**src/rtl/serial_addsub.sv**
```systemverilog
// Bit-serial adder/subtractor: one full adder with a registered carry,
// processing one operand bit per enabled clock, LSB first.
// Subtraction is a + ~b + 1, so the carry is preloaded with the mode bit.
module serial_addsub #(
  parameter int WIDTH = 8
) (
  input  logic             clk,
  input  logic             rst_n,
  input  logic             ena,
  input  logic             start,
  input  logic             sub,
  input  logic [WIDTH-1:0] a,
  input  logic [WIDTH-1:0] b,
  output logic             busy,
  output logic             done,
  output logic [WIDTH-1:0] sum,
  output logic             cout,
  output logic             ovf
);

  localparam int CNT_W = $clog2(WIDTH + 1);

  typedef enum logic [1:0] {
    IDLE = 2'd0,
    RUN  = 2'd1,
    DONE = 2'd2
  } state_t;

  state_t             state_reg;
  state_t             state_next;
  logic [WIDTH-1:0]   op_a_reg;
  logic [WIDTH-1:0]   op_b_reg;
  logic [WIDTH-1:0]   shadow_reg;
  logic               carry_reg;
  logic [CNT_W-1:0]   count_reg;

  logic               bit_s;
  logic               carry_next;
  logic               last_bit;
  logic               accept;

  // Full adder on the current LSBs; the last bit is the WIDTH-th processed
  assign bit_s      = op_a_reg[0] ^ op_b_reg[0] ^ carry_reg;
  assign carry_next = (op_a_reg[0] & op_b_reg[0]) |
                      (op_a_reg[0] & carry_reg)   |
                      (op_b_reg[0] & carry_reg);
  assign last_bit   = (count_reg == CNT_W'(WIDTH - 1));
  assign accept     = ena && start && (state_reg != RUN);

  assign busy = (state_reg == RUN);
  assign done = (state_reg == DONE);

  // State register
  always_ff @(posedge clk or negedge rst_n) begin
    if (!rst_n) begin
      state_reg <= IDLE;
    end else begin
      state_reg <= state_next;
    end
  end

  // Next-state logic; nothing moves while ena is low
  always_comb begin
    state_next = state_reg;
    if (ena) begin
      case (state_reg)
        IDLE:    if (start) state_next = RUN;
        RUN:     if (last_bit) state_next = DONE;
        DONE:    state_next = start ? RUN : IDLE;
        default: state_next = IDLE;
      endcase
    end
  end

  // Operand shift registers, carry, bit counter and shadow sum
  always_ff @(posedge clk or negedge rst_n) begin
    if (!rst_n) begin
      op_a_reg   <= '0;
      op_b_reg   <= '0;
      shadow_reg <= '0;
      carry_reg  <= 1'b0;
      count_reg  <= '0;
    end else if (ena) begin
      if (accept) begin
        op_a_reg  <= a;
        op_b_reg  <= sub ? ~b : b;
        carry_reg <= sub;
        count_reg <= '0;
      end else if (state_reg == RUN) begin
        shadow_reg <= {bit_s, shadow_reg[WIDTH-1:1]};
        op_a_reg   <= op_a_reg >> 1;
        op_b_reg   <= op_b_reg >> 1;
        carry_reg  <= carry_next;
        // Counter stops at WIDTH-1; the state change ends the run there
        if (!last_bit) begin
          count_reg <= count_reg + CNT_W'(1);
        end
      end
    end
  end

  // Result registers: updated only when the final bit completes
  always_ff @(posedge clk or negedge rst_n) begin
    if (!rst_n) begin
      sum  <= '0;
      cout <= 1'b0;
      ovf  <= 1'b0;
    end else if (ena && (state_reg == RUN) && last_bit) begin
      sum  <= {bit_s, shadow_reg[WIDTH-1:1]};
      cout <= carry_next;
      // carry_reg here is the carry into the MSB
      ovf  <= carry_reg ^ carry_next;
    end
  end

endmodule

```
**config.mk**
```make
export PLATFORM = sky130hd
export DESIGN_NAME = serial_addsub
export DESIGN_NICKNAME = d
export VERILOG_FILES = /design/src/rtl/serial_addsub.sv
export SDC_FILE = /design/constraint.sdc
export NUM_CORES = 1
export LEC_CHECK = 0
export CAP_MARGIN = 30
export CORE_MARGIN = 5
export CORE_UTILIZATION = 56
export CTS_CLUSTER_SIZE = 40
export DETAILED_ROUTE_END_ITERATION = 8
export PLACE_DENSITY_LB_ADDON = 0.1
export RECOVER_POWER = 25
export SLEW_MARGIN = 20
export SYNTH_ARGS = -nofsm -noshare
export SYNTH_HDL_FRONTEND = slang
export SYNTH_SLANG_ARGS = --single-unit
```
**constraint.sdc**
```tcl
create_clock -name clk -period 2.4 [get_ports clk]
set_input_delay 0.48 -clock clk [delete_from_list [all_inputs] [get_ports clk]]
set_output_delay 0.48 -clock clk [all_outputs]
set_load 0.05 [all_outputs]
```
==> run metrics <==
Sink Count 40; Slew Limit Headroom approximately 45%; Initial Utilization 57.3%; global-route usage over all layers 17.3%; Comb power frac roughly two fifths; Async S/R FF share, synth 100%; vias per cell 5.63; RSZ-0062 raised after global routing false; total core area 0.00331 sq mm; pre-CTS setup slack 0.372 ns; DRT Pass-1 Iters 4; dominant cell type by area after synthesis dfrtp_1; Residual DRC 0; final setup vio count 0; CTS tree yes; Worst Slack Setup Final 0.140 ns; setup tns final 0 ns; CTS buffer count 5; endpoint type of the worst setup path output port; CP Cell Sequence nor2b_1, clkdlybuf4s50_1; commonest non-fill, non-tap cell in the layout dfrtp_1; final hold violation count 0; max-slew violations 0; Min-Delay Path Class reg -> reg; Die X a little under 70 um; most frequent cells in the layout dfrtp_1 (40), clkdlybuf4s50_1 (30), mux2_1 (13); net count after synthesis 171; internal power roughly 0.0016 W; vias in the first global route 1244; max_cap viols 0; Post-DP HPWL 2.56 mm; Sequential Power Share 44.1%; final std cells w/o fill 230; Clock Power Share 17.7%; latest clock arrival within the worst-skew pair 0.34 ns; Worst Clk Skew 0.00219 ns; die area 0.00465 sq mm; DR iter-0 viols 60; antenna violations before repair 0; most used flip-flop cell after synthesis dfrtp_1; WP data arrival 1.78 ns; Worst Max-Slew Pin Slew 0.831 ns; Total Power 0.00251 W; Die H 68.2 um; Final Cell Area 0.00235 sq mm; GPL Wtd Cong a little over 0.8; Pwr per Cell Area 1070 mW/mm^2; Req. time, crit path 1.92 ns; first-pass GRT wire length 5.97 mm; Mapped Cells ~150; Setup crit start kind register; kind of critical path reg -> out; mapped cell area 0.00190 sq mm; slowest CP cell clkdlybuf4s50_1; gr ovfl total 0; n_diodes 0; Post-DP Area ~0.0023 sq mm; P&R area growth vs syn 23.8%; final WL 3.57 mm; Fillers ~270; Clk pin slew, worst setup/hold paths 0.12 ns; Mean Syn Cell Area about 13 sq um; Yosys warnings 0; Synth cell types 39; static leakage 0.980 nW; Fmax 443 MHz; largest net degree at the start of global routing 41; minimum clock period 2.26 ns; synth top area cells dfrtp_1 (53%), mux2_1 (7.7%), mux2i_1 (5.3%), a2bb2oi_1 (3.7%), o221a_2 (3.6%); flops & latches, synth 40; post-synth top area share 52.8%; share of cells above drive strength 1 15.2%; Post-synth EDFFs 0; clk buf depth 2; worst-path fanout max 4; IO Pins 33; period utilisation layout 94.2%; status finished clean; Rows 21; Largest stage delay, worst path approximately 0.82 ns; worst vdd ir between 0.4 and 0.5 mV; switch share a little over a third; Switch Pwr 0.000916 W; register area share after synthesis 52.8%; CTS H-tree depth 2; cell total after placement 220; Detail Route Antenna Nets 0; WL/cell 15.5 um; Final nets about 210; Port-buffer cells 32; postcts setup bufs 0; vias post-DR 1294; clk root buf clkbuf_4
[synthesized netlist by cell type (all sizes together), types with 2 or more instances]
library cell / n
xor2: 2
nor3: 3
nand2: 2
nand2b: 9
buf: 6
o221a: 7
xnor2: 7
o21ai: 2
a2bb2oi: 8
dfrtp: 40
a22o: 2
clkbuf: 4
nand3: 10
mux2: 17
mux2i: 10
and2: 2
inv: 3
[final timing paths]
check	from	endpoint	slack (ns)	cells past startpoint
setup / recovery	state_reg[0]	done	0.14	2
hold / removal	sum[0]	sum[0]	0.50	1
setup reg to reg	count_reg[0]	ovf	0.80	5
hold reg to reg	sum[0]	sum[0]	0.50	1
max in group asynchronous	rst_n	op_a_reg[3]	0.74	3
min in group asynchronous	rst_n	sum[1]	0.54	2
[worst max-delay path, delay by kind of cell (launching register included)]
kind                   cells  cell delay (ns)
and+or+nand+nor            1             0.15
DFF                        1             0.47
buffers and inverters      1             0.82
[area by class of cell]
cell class / instances / area, sq um / share of cell area (%)
sequential: 40 / 1000 / 42.6
tap: 46 / 57.6 / 2.45
inverter: 3 / 11.3 / 0.479
multi-input combinational: 95 / 830 / 35.3
clock inverter: 3 / 42.5 / 1.81
clock buffer: 5 / 37.5 / 1.60
timing repair buffer: 38 / 369 / 15.7
[stage by stage]
step,hold slack [ns],utilization (%)
floorplan,0.184,-
global placement,0.466,68.1
detailed placement,0.475,68.1
CTS,0.255,70.5
global route,0.525,70.9
finish,0.499,70.9
[timing repair]
| action | in CTS | in global routing |
|---|---|---|
| hold endpoints to repair | 0 | 6 |
| gates resized for setup | 0 | 0 |
| hold buffers | 0 | 1 |
[power by group through the flow]
stage | clock network, W | logic, W | registers, W
global placement | 0 | 0.000940 | 0.00110
floorplan | 0 | 0.000473 | 0.00129
global route | 0.000483 | 0.00104 | 0.00114
detailed placement | 0 | 0.000973 | 0.00112
finish | 0.000443 | 0.000960 | 0.00111
CTS | 0.000452 | 0.000973 | 0.00111
[metal layers]
metal	routed length [um]	GRT usage (%)	part of all wire, %	up-vias
met3	202	5.09	5.7	5
met4	34	4.47	0.95	0
met1	1600	22.2	45	632
met5	0	0	0	-
met2	1730	28.8	48	42
li1	-	-	-	615
[cell families (layout without fill, tap and decap cells)]
| logic type | count (synthesis) | count (layout) | share of synthesized area [%] |
|---|---|---|---|
| compound gates | 25 | 25 | 11.9 |
| xor+xnor | 9 | 9 | 4.16 |
| fa+ha+maj | 2 | 2 | 1.71 |
| buf+inv | 13 | 49 | 3.50 |
| flops | 40 | 40 | 52.8 |
| mux | 27 | 27 | 15.4 |
| simple gates | 32 | 32 | 10.6 |
(Power assumes the default switching activity.)
